### src/rtl/writeback_sequencer.sv
// -----------------------------------------------------------------------------
// writeback_sequencer
//
// Writeback stage sitting directly behind the main ALU. It turns each executed
// instruction into write strobes for a single-write-port register file. A SWAP
// needs two register writes, so it is split over two consecutive cycles and
// upstream is held off for one cycle. An ADD/SUB overflow suppresses the write
// and instead raises a one-cycle pulse, a sticky flag and a saturating count.
//
// Parameters
//   ADDR_W  register address width
//   DATA_W  register data width (the packed ALU result is 2*DATA_W wide)
//   CNT_W   overflow event counter width
//
// Ports
//   clk          clock, rising edge
//   reset        asynchronous active-high reset
//   in_valid     upstream presents an instruction
//   in_ready     block can accept (decoded from state only)
//   in_alu_ctrl  ALU opcode: 000 ADD, 001 SUB, 010 MOVE, 011 SWAP, 100 AND,
//                101/110/111 OR
//   in_result    packed result: low half primary, high half secondary (SWAP)
//   in_overflow  ALU overflow flag (only meaningful for ADD/SUB)
//   in_wen       instruction writes the register file
//   in_rd1       primary destination register
//   in_rd2       secondary destination register (SWAP only)
//   ovf_clear    clears ovf_sticky and ovf_count
//   wr_en        register-file write strobe (registered)
//   wr_addr      register-file write address (registered)
//   wr_data      register-file write data (registered)
//   ovf_pulse    one-cycle pulse per overflowed ADD/SUB (registered)
//   ovf_sticky   set by any overflow event, held until ovf_clear
//   ovf_count    saturating count of overflow events
// -----------------------------------------------------------------------------
module writeback_sequencer #(
    parameter int ADDR_W = 4,
    parameter int DATA_W = 16,
    parameter int CNT_W  = 8
) (
    input  logic                  clk,
    input  logic                  reset,
    input  logic                  in_valid,
    output logic                  in_ready,
    input  logic [2:0]            in_alu_ctrl,
    input  logic [2*DATA_W-1:0]   in_result,
    input  logic                  in_overflow,
    input  logic                  in_wen,
    input  logic [ADDR_W-1:0]     in_rd1,
    input  logic [ADDR_W-1:0]     in_rd2,
    input  logic                  ovf_clear,
    output logic                  wr_en,
    output logic [ADDR_W-1:0]     wr_addr,
    output logic [DATA_W-1:0]     wr_data,
    output logic                  ovf_pulse,
    output logic                  ovf_sticky,
    output logic [CNT_W-1:0]      ovf_count
);

    localparam logic [2:0] OP_ADD  = 3'b000;
    localparam logic [2:0] OP_SUB  = 3'b001;
    localparam logic [2:0] OP_SWAP = 3'b011;

    typedef enum logic {
        RUN   = 1'b0,
        SWAP2 = 1'b1
    } state_t;

    state_t              state_q;
    logic                wr_en_q;
    logic [ADDR_W-1:0]   wr_addr_q;
    logic [DATA_W-1:0]   wr_data_q;
    logic                ovf_pulse_q;
    logic                ovf_sticky_q;
    logic                ovf_sticky_d;
    logic [CNT_W-1:0]    ovf_count_q;
    logic [CNT_W-1:0]    ovf_count_d;

    // Second half of a SWAP, parked until the SWAP2 cycle.
    logic [ADDR_W-1:0]   sec_addr_q;
    logic [DATA_W-1:0]   sec_data_q;

    logic                accept;
    logic                is_addsub;
    logic                is_swap;
    logic                ovf_event;

    function automatic logic [CNT_W-1:0] sat_inc(input logic [CNT_W-1:0] val);
        if (&val) begin
            return val;
        end
        return val + CNT_W'(1);
    endfunction

    // in_ready depends on the state register alone so upstream never sees a
    // combinational path from its own valid/data back into ready.
    assign in_ready  = (state_q == RUN);
    assign accept    = in_valid && in_ready;
    assign is_addsub = (in_alu_ctrl == OP_ADD) || (in_alu_ctrl == OP_SUB);
    assign is_swap   = (in_alu_ctrl == OP_SWAP);
    assign ovf_event = accept && in_wen && is_addsub && in_overflow;

    // Overflow bookkeeping. An event in the same cycle as ovf_clear wins: the
    // clear wipes the old history and the new event is counted from zero.
    always_comb begin
        ovf_sticky_d = ovf_sticky_q;
        ovf_count_d  = ovf_count_q;
        if (ovf_event) begin
            ovf_sticky_d = 1'b1;
            ovf_count_d  = ovf_clear ? CNT_W'(1) : sat_inc(ovf_count_q);
        end else if (ovf_clear) begin
            ovf_sticky_d = 1'b0;
            ovf_count_d  = '0;
        end
    end

    always_ff @(posedge clk or posedge reset) begin
        if (reset) begin
            state_q      <= RUN;
            wr_en_q      <= 1'b0;
            wr_addr_q    <= '0;
            wr_data_q    <= '0;
            ovf_pulse_q  <= 1'b0;
            ovf_sticky_q <= 1'b0;
            ovf_count_q  <= '0;
            sec_addr_q   <= '0;
            sec_data_q   <= '0;
        end else begin
            // Strobes default low so each write lasts exactly one cycle.
            wr_en_q      <= 1'b0;
            ovf_pulse_q  <= 1'b0;
            ovf_sticky_q <= ovf_sticky_d;
            ovf_count_q  <= ovf_count_d;

            case (state_q)
                RUN: begin
                    if (accept && in_wen) begin
                        if (ovf_event) begin
                            ovf_pulse_q <= 1'b1;
                        end else begin
                            wr_en_q   <= 1'b1;
                            wr_addr_q <= in_rd1;
                            wr_data_q <= in_result[DATA_W-1:0];
                            if (is_swap) begin
                                sec_addr_q <= in_rd2;
                                sec_data_q <= in_result[2*DATA_W-1:DATA_W];
                                state_q    <= SWAP2;
                            end
                        end
                    end
                end
                SWAP2: begin
                    // rd1==rd2 still gets both writes; this later one lands last.
                    wr_en_q   <= 1'b1;
                    wr_addr_q <= sec_addr_q;
                    wr_data_q <= sec_data_q;
                    state_q   <= RUN;
                end
                default: state_q <= RUN;
            endcase
        end
    end

    assign wr_en      = wr_en_q;
    assign wr_addr    = wr_addr_q;
    assign wr_data    = wr_data_q;
    assign ovf_pulse  = ovf_pulse_q;
    assign ovf_sticky = ovf_sticky_q;
    assign ovf_count  = ovf_count_q;

endmodule

### config.mk
export PLATFORM = sky130hd
export DESIGN_NAME = writeback_sequencer
export DESIGN_NICKNAME = d
export VERILOG_FILES = /design/src/rtl/writeback_sequencer.sv
export SDC_FILE = /design/constraint.sdc
export NUM_CORES = 1
export LEC_CHECK = 0
export BUFFER_PORTS_ARGS = -buffer_cell sky130_fd_sc_hd__buf_4
export CELL_PAD_IN_SITES_DETAIL_PLACEMENT = 1
export CELL_PAD_IN_SITES_GLOBAL_PLACEMENT = 1
export CORE_ASPECT_RATIO = 2
export CORE_MARGIN = 2
export CORE_UTILIZATION = 34
export CTS_CLUSTER_SIZE = 28
export DETAILED_ROUTE_END_ITERATION = 16
export GPL_TIMING_DRIVEN = 1
export PLACE_DENSITY_LB_ADDON = 0.08
export SLEW_MARGIN = 20
export SYNTH_ARGS = -nofsm -noshare
export SYNTH_HDL_FRONTEND = slang
export SYNTH_SLANG_ARGS = --single-unit
### constraint.sdc
create_clock -name clk -period 1.5 [get_ports clk]
set_input_delay 0.3 -clock clk [delete_from_list [all_inputs] [get_ports clk]]
set_output_delay 0.3 -clock clk [all_outputs]
set_load 0.01 [all_outputs]
==> Implementation_results.wiki, run 1 <==
{| class="wikitable"
! Metric !! Value
|-
| Run status || finished, violations left
|-
| Violated checks || setup timing
|-
| CTS Hold Bufs || 0
|-
| Die H || 120 µm
|-
| Share of synthesized area occupied by flip-flops and latches || 0.566
|-
| Pre-CTS setup slack || -0.0578 ns
|-
| Crit share post-route || 1.01
|-
| Critical Path RT || 1.67 ns
|-
| TritonCTS clock tree || done
|-
| Global-route wire length before repair || 9710 µm
|-
| Largest incremental delay on the critical path || 0.41 ns
|-
| Type of element launching the critical path || flip-flop
|-
| Max Clock Freq || 0.663 GHz
|-
| Worst Path Class, Setup || flip-flop to flip-flop
|-
| Fin nets || 338
|-
| Cell area after layout || 0.00339 mm²
|-
| Area share of the largest cell type after synthesis || 0.566
|-
| Final antenna diode count || 0
|-
| Clock latency reported for the late side of the worst-skew pair || 0.29 ns
|-
| Met3 Track Usage GR || 0.0326
|-
| Total area of multi-input combinational cells || 990 µm²
|-
| Worst setup skew after layout || 0.00374 ns
|-
| Maximum number of pins on one net before global-route repair || 53
|-
| Sum of overflow across all layers after global routing || 0
|-
| Post-synth cell types || 35
|-
| Post-route setup slack || -0.00843 ns
|-
| Sequential Power Share || 0.493
|-
| Area post-placement || 0.00316 mm²
|-
| Cell type of the slowest stage on the worst timing path || sky130_fd_sc_hd__dfrtp_1
|-
| Internal power consumption || 2.67 mW
|-
| Core utilization of the finished layout || 0.517
|-
| Switching power as a share of total power || 0.245
|-
| Slew margin rel. || 0.789
|-
| Signed area change from the synthesized netlist to the final layout || 47.5%
|-
| Total Routed Length || 5940 µm
|-
| Max capacitance violation total || 0
|-
| Detailed-route wire length per cell || 15.7 µm
|-
| Per-instance average area after synthesis || 12.2 µm²
|-
| Crit Path Max Fanout || 12
|-
| Synthesis warning total || 0
|-
| Final weighted congestion of routability-driven global placement || 0.790
|-
| Post-placement cell count || 366
|-
| Final number of hold-violating endpoints || 0
|-
| Async set-or-reset flop fraction in the synthesized netlist || 1.00
|-
| Count of mapped cells out of synthesis || 189
|-
| DRT antenna net count || 0
|-
| Longest Clk Path Bufs || 2
|-
| Final Total Pwr || 3.53 mW
|-
| Width of the die || 62.2 µm
|-
| Total number of H-tree levels || 2
|-
| Number of nets produced by synthesis || 239
|-
| Number of clock buffers inserted by TritonCTS || 5
|-
| Met1 Track Usage GR || 0.187
|-
| Via count of the first global-routing pass || 1994
|-
| Clk Tree Root Cell || sky130_fd_sc_hd__clkbuf_16
|-
| Final critical delay including setup and external delays || 1.51 ns
|-
| Drt first pass iters || 4
|-
| Placeable core region || 0.00657 mm²
|-
| Area of the die || 0.00748 mm²
|-
| # IOs || 81
|-
| Layout Cells excl Fill || 377
|-
| Final setup violating endpoints || 6
|-
| Number of flops mapped to enable cells by yosys || 0
|-
| List of most frequent post-synthesis cells || sky130_fd_sc_hd__dfrtp_1 (52), sky130_fd_sc_hd__mux2_1 (20), sky130_fd_sc_hd__mux2i_1 (20), sky130_fd_sc_hd__nand2_1 (20)
|-
| Critical Path, Cell by Cell || and4bb_1 -> and3_4 -> buf_12 -> mux2_1
|-
| Worst min-delay path category || input pin to async pin
|-
| Clock share of power || 0.327
|-
| Top_reg_cell synth || sky130_fd_sc_hd__dfrtp_1
|-
| Met2 track demand over resource in global routing || 0.307
|-
| Register bit total from synthesis || 52
|-
| Leakage component of the power || 1.60 nW
|-
| Number of cell rows || 42
|-
| Worst Hold Margin || 0.0658 ns
|-
| Clock-pin transition on the worst setup and hold timing paths || 0.06 ns
|-
| Transition time at the pin with the least slew margin || 0.314 ns
|-
| Total clock sinks || 52
|-
| Proportion of layout cells with a drive suffix above 1 || 0.446
|-
| Fillers || 725
|-
| Number of vias per cell || 4.80
|-
| Dominant cell type by area after synthesis || sky130_fd_sc_hd__dfrtp_1
|-
| Areal power density over the cells || 1040 mW/mm²
|-
| Comb power frac || 0.179
|-
| Peak-usage layer in the global routing report || met2
|-
| Dominant cell by count in the synthesized netlist || sky130_fd_sc_hd__dfrtp_1
|-
| Cell types with the largest area share after synthesis || sky130_fd_sc_hd__dfrtp_1 (57%), sky130_fd_sc_hd__mux2_1 (9.8%), sky130_fd_sc_hd__mux2i_1 (8.7%)
|-
| Worst Setup End Kind || flip-flop
|-
| Detailed-placement wirelength estimate || 4300 µm
|-
| Power spent charging and discharging nets || 0.864 mW
|-
| Detailed Route Iter0 Violations || 38
|-
| Starting Density || 0.350
|-
| Total via count in the routed design || 1809
|-
| Port bufs || 80
|-
| Endpoint arrival time on the critical path || 1.68 ns
|-
| IR drop worst, VDD || 1000 µV
|-
| Overall Global Routing Usage || 0.166
|-
| RSZ-0062 raised after global routing || true
|-
| Combined flip-flop and latch cell area || 0.00130 mm²
|-
| Cell area after synthesis || 0.00230 mm²
|-
| Antenna violations before repair || 0
|-
| Drc violations || 0
|-
| Setup_tns || -0.0262 ns
|-
| Final-report max-slew violation count || 0
|}
-- cell type report --
cell class | instances | area share
multi-input combinational | 120 | 0.292
inverter | 7 | 0.00885
tap | 88 | 0.0324
sequential | 52 | 0.383
timing repair buffer | 102 | 0.240
clock buffer | 8 | 0.0431
-- timing repair --
item,4_1_cts,5_1_grt
setup endpoints to repair,15,24
resized for setup,2,11
setup buffers,3,0
hold endpoints to repair,0,0
pin swaps,3,2
-- flip-flops by register name, indices dropped and copies added (netlist names), 4 cells and up --
register    cells
wr_addr         4
sec_data_q     16
wr_data        16
ovf_count       8
sec_addr_q      4
-- path summary, 6_finish.rpt --
kind,start,to,slack [ns],depth (start not counted)
worst min-delay path,reset,wr_data[10],0.07,3
worst max register to register,state_q,sec_data_q[12],-0.008,4
max in group asynchronous,reset,wr_data[12],1.18,3
worst max-delay path,state_q,sec_data_q[12],-0.008,4
worst min register to register,wr_addr[2],wr_addr[2],0.49,2
min in group clk,in_result[18],sec_data_q[2],0.22,2
-- kinds of logic (layout without fill, tap and decap cells) --
| logic type | count (synthesis) | in the layout | share of synthesized area |
|---|---|---|---|
| adders and majority gates | 1 | 1 | 0.00544 |
| and+or+nand+nor | 45 | 45 | 0.117 |
| buffers and inverters | 17 | 117 | 0.0402 |
| AOI/OAI and AO/OA | 33 | 33 | 0.0821 |
| DFF | 52 | 52 | 0.566 |
| muxes | 41 | 41 | 0.190 |
-- power by group through the flow --
stage	Sequential, mW	Combinational (mW)	Clock (mW)
final	1.74	0.634	1.16
after global routing	1.77	0.704	1.25
after CTS	1.74	0.603	1.20
after detailed placement	1.76	0.602	0
after global placement	1.76	0.583	0
after floorplan	1.77	0.241	0
-- worst max-delay path, delay by kind of cell (launching register included) --
kind / cells / cell delay (ns)
flops: 1 / 0.41
simple gates: 2 / 0.51
mux: 1 / 0.32
buf+inv: 1 / 0.15
-- routing by layer --
| metal | routed length, µm | up-vias |
|---|---|---|
| met4 | 110 | 0 |
| met1 | 2360 | 881 |
| met5 | 0 | - |
| li1 | - | 863 |
| met2 | 3220 | 58 |
| met3 | 245 | 7 |
-- placed cells by master (no fill, tap or decap), drive strengths merged, types with 2 or more instances in the layout --
master	instances
buf	102
dfrtp	52
o21ai	22
mux2	21
mux2i	20
nand2	20
clkbuf	8
inv	6
nor2	4
a31oi	4
nor3	4
a21oi	3
and3	3
nand3	3
and4	2
nand4	2
nand2b	2
No activity file was read; power rests on OpenSTA's default activity.
==> run 2: changes to the inputs <==
==> constraint.sdc (replaced) <==
create_clock -name clk -period 1.25 [get_ports clk]
set_input_delay 0.25 -clock clk [delete_from_list [all_inputs] [get_ports clk]]
set_output_delay 0.25 -clock clk [all_outputs]
set_load 0.01 [all_outputs]
==> Implementation_results.wiki, run 2 (synthesis results as in run 1) <==
{| class="wikitable"
! Metric !! Value
|-
| Worst Setup End Kind || flip-flop
|-
| Transition time at the pin with the least slew margin || 0.325 ns (+0.0105 ns)
|-
| Global-route wire length before repair || 10800 µm (+11%)
|-
| Largest incremental delay on the critical path || 0.40 ns (about the same)
|-
| CP top delay family || simple AND/OR/NAND/NOR gates
|-
| Overall Global Routing Usage || 0.189 (+0.0233)
|-
| Maximum number of pins on one net before global-route repair || 25 (-53%)
|-
| Number of buffer and inverter instances along the worst setup path || 1 (unchanged)
|-
| Starting Density || 0.350 (unchanged)
|-
| Type of element launching the critical path || flip-flop
|-
| Detailed-route wire length per cell || 18.2 µm (+16%)
|-
| Crit path launch || state_q
|-
| Met3 Track Usage GR || 0.0465 (+0.0140)
|-
| Total number of H-tree levels || 2 (unchanged)
|-
| Fillers || 687 (-5.2%)
|-
| Final-report max-slew violation count || 0 (unchanged)
|-
| Total area of multi-input combinational cells || 0.00114 mm² (+15%)
|-
| Setup_tns || -12.64 ns (-12.62 ns)
|-
| Crit Path Max Fanout || 4 (-8)
|-
| Clock latency reported for the late side of the worst-skew pair || 0.29 ns (about the same)
|-
| Peak-usage layer in the global routing report || met2
|-
| Areal power density over the cells || 1150 mW/mm² (+11%)
|-
| Leakage component of the power || 1.89 nW (+18%)
|-
| Endpoint arrival time on the critical path || 1.77 ns (+0.09 ns)
|-
| Detailed Route Iter0 Violations || 67 (+76%)
|-
| Final setup violating endpoints || 53 (+47)
|-
| Drt first pass iters || 4 (unchanged)
|-
| DRT antenna net count || 0 (unchanged)
|-
| Die H || 120 µm (unchanged)
|-
| Combined flip-flop and latch cell area || 0.00131 mm² (+0.29%)
|-
| Total clock sinks || 52 (unchanged)
|-
| Commonest cells after routing, fill and taps aside || sky130_fd_sc_hd__buf_4 (99), sky130_fd_sc_hd__dfrtp_1 (49), sky130_fd_sc_hd__mux2_4 (21)
|-
| Longest Clk Path Bufs || 2 (unchanged)
|-
| Final antenna diode count || 0 (unchanged)
|-
| Final critical delay including setup and external delays || 1.59 ns (+0.0854 ns)
|-
| Drc violations || 0 (unchanged)
|-
| Proportion of layout cells with a drive suffix above 1 || 0.616 (+0.169)
|-
| Number of clock buffers inserted by TritonCTS || 5 (unchanged)
|-
| Fin nets || 369 (+9.2%)
|-
| Slew margin rel. || 0.783 (-0.00633)
|-
| Max Clock Freq || 0.627 GHz (-5.4%)
|-
| Worst min-delay path category || input pin to flip-flop
|-
| Violated checks || setup timing
|-
| TritonCTS clock tree || done
|-
| Max capacitance violation total || 0 (unchanged)
|-
| Via count of the first global-routing pass || 2125 (+6.6%)
|-
| # IOs || 81 (unchanged)
|-
| Met2 track demand over resource in global routing || 0.372 (+0.0645)
|-
| Number of cell rows || 42 (unchanged)
|-
| Total Routed Length || 7430 µm (+25%)
|-
| Clock-pin transition on the worst setup and hold timing paths || 0.07 ns (about the same)
|-
| Met1 Track Usage GR || 0.193 (+0.00523)
|-
| Sum of overflow across all layers after global routing || 0 (unchanged)
|-
| Worst-case register-to-register setup slack || -0.34 ns (-0.34 ns)
|-
| Antenna violations before repair || 0 (unchanged)
|-
| Hold Path Origin || in_result[29]
|-
| Worst setup skew after layout || 0.00503 ns (+0.00128 ns)
|-
| Worst Hold Margin || 0.185 ns (+0.119 ns)
|-
| Post-route setup slack || -0.344 ns (-0.335 ns)
|-
| Commonest non-fill, non-tap cell in the layout || sky130_fd_sc_hd__buf_4
|-
| Cell type of the slowest stage on the worst timing path || sky130_fd_sc_hd__dfrtp_1
|-
| Critical Path RT || 1.43 ns (-0.24 ns)
|-
| RSZ-0062 raised after global routing || true
|-
| Clk Tree Root Cell || sky130_fd_sc_hd__clkbuf_16
|-
| Area of the die || 0.00748 mm² (unchanged)
|-
| Worst Path Class, Setup || flip-flop to flip-flop
|-
| Critical Path, Cell by Cell || and4bb_1 -> and3_4 -> clkbuf_16 -> mux2_4
|-
| Port bufs || 80 (unchanged)
|-
| Number of vias per cell || 4.82 (+0.52%)
|-
| Width of the die || 62.2 µm (unchanged)
|-
| Reg-to-Reg Start || state_q
|-
| Total via count in the routed design || 1968 (+8.8%)
|-
| Crit share post-route || 1.28 (+0.269)
|-
| Detailed-placement wirelength estimate || 4630 µm (+7.8%)
|-
| Placeable core region || 0.00657 mm² (unchanged)
|-
| Signed area change from the synthesized netlist to the final layout || 74.9%
|-
| IR drop worst, VDD || 792 µV (-21%)
|-
| Final weighted congestion of routability-driven global placement || 0.779 (-1.3%)
|-
| Run status || finished, violations left
|-
| Final number of hold-violating endpoints || 0 (unchanged)
|}
[run 2: changes by cell type in the layout (fill, tap and decap cells not counted), sizes merged]
cell / change
bufinv: +1
dlygate4sd3: +1
clkbuf: +2
clkinv: +1
buf: +26
[run 2: final cells by class]
cell class	instances	share of cell area
clock buffers	6	0.0320
clock inverters	2	0.00871
inverters	7	0.00871
multi-input cells	120	0.283
flip-flops and latches	52	0.324
well taps	88	0.0274
repair buffers	133	0.316
[run 2: routing by layer]
layer | share of wire | routed length, µm
met2 | 0.59 | 4380
met4 | 0.012 | 87
met5 | 0 | 0
met1 | 0.36 | 2650
met3 | 0.041 | 306
[run 2: power breakdown]
| part | switching, mW | internal (mW) | leakage, nW |
|---|---|---|---|
| registers | 0.165 | 1.95 | 0.655 |
| logic | 0.367 | 0.613 | 1.15 |
| clock network | 0.602 | 0.943 | 0.0808 |
[run 2: per-stage QoR]
stage / total power, mW / instances / setup slack, ns / area, µm² / utilization
2_1_floorplan: 2.46 / 189 / -0.248 / 2370 / -
3_3_place_gp: 2.86 / 376 / -0.210 / 3290 / 0.501
3_5_place_dp: 2.90 / 376 / -0.262 / 3290 / 0.501
4_1_cts: 4.55 / 395 / -0.281 / 3700 / 0.563
5_1_grt: 4.86 / 408 / -0.410 / 4020 / 0.613
6_report: 4.63 / 408 / -0.344 / 4020 / 0.613
[run 2: worst paths after layout]
path | to | cells past startpoint
max | sec_data_q[3] | 4
min | sec_data_q[13] | 2
max reg2reg | sec_data_q[3] | 4
min reg2reg | wr_addr[1] | 2
max in group asynchronous | ovf_count[0] | 4
min in group asynchronous | wr_addr[1] | 3
[run 2: what timing repair did]
action / CTS / global route
setup buffers: 8 / 14
gates cloned: 2 / 4
hold buffers: 1 / 0
endpoints found under the setup margin: 54 / 58
pin swaps: 10 / 8
resized for setup: 35 / 56
hold endpoints to repair: 10 / 0
==> run 3: changes to the inputs <==
--- a/config.mk
+++ b/config.mk
@@ -9,12 +9,13 @@
 export CELL_PAD_IN_SITES_DETAIL_PLACEMENT = 1
 export CELL_PAD_IN_SITES_GLOBAL_PLACEMENT = 1
 export CORE_ASPECT_RATIO = 2
-export CORE_MARGIN = 2
 export CORE_UTILIZATION = 34
 export CTS_CLUSTER_SIZE = 28
 export DETAILED_ROUTE_END_ITERATION = 16
 export GPL_TIMING_DRIVEN = 1
 export PLACE_DENSITY_LB_ADDON = 0.08
+export REMOVE_ABC_BUFFERS = 1
+export SETUP_SLACK_MARGIN = 0.05
 export SLEW_MARGIN = 20
 export SYNTH_ARGS = -nofsm -noshare
 export SYNTH_HDL_FRONTEND = slang
==> Implementation_results.wiki, run 3 (synthesis results as in run 1) <==
{| class="wikitable"
! Metric !! Value
|-
| Run status || finished, violations left
|-
| Violated checks || setup timing
|-
| Reg-to-Reg Start || state_q
|-
| Layout Cells excl Fill || 407 (-0.25%)
|-
| Worst Path Class, Setup || flip-flop to flip-flop
|-
| Number of cell rows || 42 (unchanged)
|-
| # IOs || 81 (unchanged)
|-
| Cell type of the slowest stage on the worst timing path || sky130_fd_sc_hd__dfrtp_1
|-
| Routed length on met2 || 4350 µm (-0.80%)
|-
| Fin nets || 368 (-0.27%)
|-
| Port bufs || 80 (unchanged)
|-
| Final critical delay including setup and external delays || 1.52 ns (-0.0694 ns)
|-
| Detailed-placement wirelength estimate || 4440 µm (-4.0%)
|-
| Final antenna diode count || 0 (unchanged)
|-
| RR Endpoint || ovf_count[5]
|-
| Max Clock Freq || 0.656 GHz (+4.6%)
|-
| Met3 WL post-DR || 232 µm (-24%)
|-
| Starting Density || 0.350 (unchanged)
|-
| TritonCTS clock tree || done
|-
| Global-route wire length before repair || 11600 µm (+7.1%)
|-
| Post-placement cell count || 374 (-0.53%)
|-
| DRT antenna net count || 0 (unchanged)
|-
| Overall Global Routing Usage || 0.224 (+0.0344)
|-
| Longest Clk Path Bufs || 2 (unchanged)
|-
| Width of the die || 60.2 µm (-3.2%)
|-
| Final weighted congestion of routability-driven global placement || 0.740 (-5.0%)
|-
| Area of the die || 0.00712 mm² (-4.8%)
|-
| Worst Setup End Kind || flip-flop
|-
| Placeable core region || 0.00657 mm² (unchanged)
|-
| Type of element launching the critical path || flip-flop
|-
| Sequential Power Share || 0.450 (-0.005)
|-
| Endpoint arrival time on the critical path || 1.71 ns (-0.06 ns)
|-
| Detailed Route Iter0 Violations || 72 (+7.5%)
|-
| Total Routed Length || 7560 µm (+1.7%)
|-
| Number of vias per cell || 4.98 (+3.3%)
|-
| Maximum number of pins on one net before global-route repair || 53 (+110%)
|-
| Clock latency reported for the late side of the worst-skew pair || 0.30 ns (about the same)
|-
| Internal power consumption || 3.49 mW (-0.19%)
|-
| Worst setup skew after layout || 0.0106 ns (+0.00554 ns)
|-
| IR drop worst, VDD || 1080 µV (+36%)
|-
| Crit share post-route || 1.22 (-0.0555)
|-
| Critical Path, Cell by Cell || buf_4 -> nand4bb_4 -> nor3_4 -> nand4_1 -> mux2_4
|-
| Total via count in the routed design || 2028 (+3.0%)
|-
| Total clock sinks || 52 (unchanged)
|-
| Signed area change from the synthesized netlist to the final layout || 72.2%
|-
| Number of clock buffers inserted by TritonCTS || 5 (unchanged)
|-
| Leakage component of the power || 1.88 nW (-0.24%)
|-
| Final setup violating endpoints || 50 (-5.7%)
|-
| Routed length on met1 || 2790 µm (+5.2%)
|-
| Clk Tree Root Cell || sky130_fd_sc_hd__clkbuf_16
|-
| Slew margin rel. || 0.807 (+0.0241)
|-
| Total number of H-tree levels || 2 (unchanged)
|-
| Drt first pass iters || 4 (unchanged)
|-
| Detailed-route wire length per cell || 18.6 µm (+1.9%)
|-
| Drc violations || 0 (unchanged)
|-
| Commonest cells after routing, fill and taps aside || sky130_fd_sc_hd__buf_4 (95), sky130_fd_sc_hd__dfrtp_1 (52), sky130_fd_sc_hd__buf_6 (26)
|-
| Crit Path Max Fanout || 3 (-1)
|-
| Comb power frac || 0.211 (about the same)
|-
| Post-route setup slack || -0.274 ns (+0.0694 ns)
|-
| Clock share of power || 0.339 (+0.006)
|-
| Final number of hold-violating endpoints || 0 (unchanged)
|-
| Die H || 118 µm (-1.7%)
|-
| Largest incremental delay on the critical path || 0.39 ns (about the same)
|-
| Area post-placement || 0.00321 mm² (-2.6%)
|-
| Antenna violations before repair || 0 (unchanged)
|-
| CTS Hold Bufs || 0 (-1)
|-
| Worst-case register-to-register setup slack || -0.27 ns (+0.07 ns)
|-
| Critical Path RT || 1.44 ns (about the same)
|-
| Transition time at the pin with the least slew margin || 0.289 ns (-0.0355 ns)
|-
| Commonest non-fill, non-tap cell in the layout || sky130_fd_sc_hd__buf_4
|-
| Top sig layer || met4
|-
| Areal power density over the cells || 1180 mW/mm² (+2.3%)
|-
| Max capacitance violation total || 0 (unchanged)
|-
| Via count of the first global-routing pass || 2227 (+4.8%)
|-
| Final-report max-slew violation count || 0 (unchanged)
|-
| Sum of overflow across all layers after global routing || 0 (unchanged)
|-
| Switching power as a share of total power || 0.251 (+0.00669)
|-
| Worst min-delay path category || input pin to async pin
|-
| RSZ-0062 raised after global routing || true
|-
| Worst-case reg-to-reg path depth || 5 (+1)
|-
| Cell area after layout || 0.00396 mm² (-1.6%)
|-
| Power spent charging and discharging nets || 1.17 mW (+3.5%)
|-
| Proportion of layout cells with a drive suffix above 1 || 0.614 (-0.00120)
|-
| Clock-pin transition on the worst setup and hold timing paths || 0.08 ns (about the same)
|}
## run 3: critical path, delay by kind of cell, from the launching register on
kind,cells,cell delay (ns)
buffers and inverters,1,0.13
DFF,1,0.39
muxes,1,0.32
and+or+nand+nor,3,0.58
## run 3: timing repair
item | CTS | global route
gates resized for setup | 57 | 44
pin swaps | 15 | 4
gates cloned | 3 | 1
endpoints found under the setup margin | 57 | 60
setup buffers | 17 | 8
## run 3: layout make-up
type | count | area [µm²]
Multi-Input combinational cell | 120 | 1120
Clock buffer | 5 | 125
Tap cell | 88 | 110
Clock inverter | 3 | 42.5
Sequential cell | 52 | 1300
Inverter | 7 | 28.8
Fill cell | 699 | 2610
Timing Repair Buffer | 132 | 1230
## run 3: power groups by stage
stage / clock network [mW] / logic (mW) / registers (mW)
floorplan: 0 / 0.267 / 2.13
global placement: 0 / 0.709 / 2.11
detailed placement: 0 / 0.732 / 2.12
CTS: 1.62 / 0.887 / 2.09
global route: 1.67 / 1.07 / 2.14
finish: 1.58 / 0.984 / 2.10
## run 3: through the flow
step	util	setup TNS [ns]	power, mW	hold WS [ns]	setup slack [ns]
2_1_floorplan	-	-49.66	2.40	0.313	-0.903
3_3_place_gp	0.488	-9.26	2.82	0.335	-0.222
3_5_place_dp	0.488	-10.54	2.85	0.339	-0.274
4_1_cts	0.577	-8.05	4.60	0.0174	-0.235
5_1_grt	0.603	-13.06	4.87	0.0111	-0.332
6_report	0.603	-10.73	4.67	0.0000862	-0.274
## run 3: how the worst max path moves through the flow
stage | startpoint | to | slack (ns) | cells past startpoint
6_report | state_q | ovf_count[5] | -0.27 | 5
5_1_grt | state_q | wr_addr[0] | -0.33 | 9
4_1_cts | state_q | sec_data_q[15] | -0.24 | 4
3_5_place_dp | state_q | sec_data_q[7] | -0.27 | 4
3_3_place_gp | state_q | sec_addr_q[2] | -0.22 | 4
2_1_floorplan | state_q | wr_data[10] | -0.90 | 2
## run 3: metal layers
metal | GRT usage | vias up
met5 | 0 | -
met4 | 0.0887 | 0
met3 | 0.0350 | 14
met2 | 0.398 | 62
met1 | 0.251 | 1026
li1 | - | 926
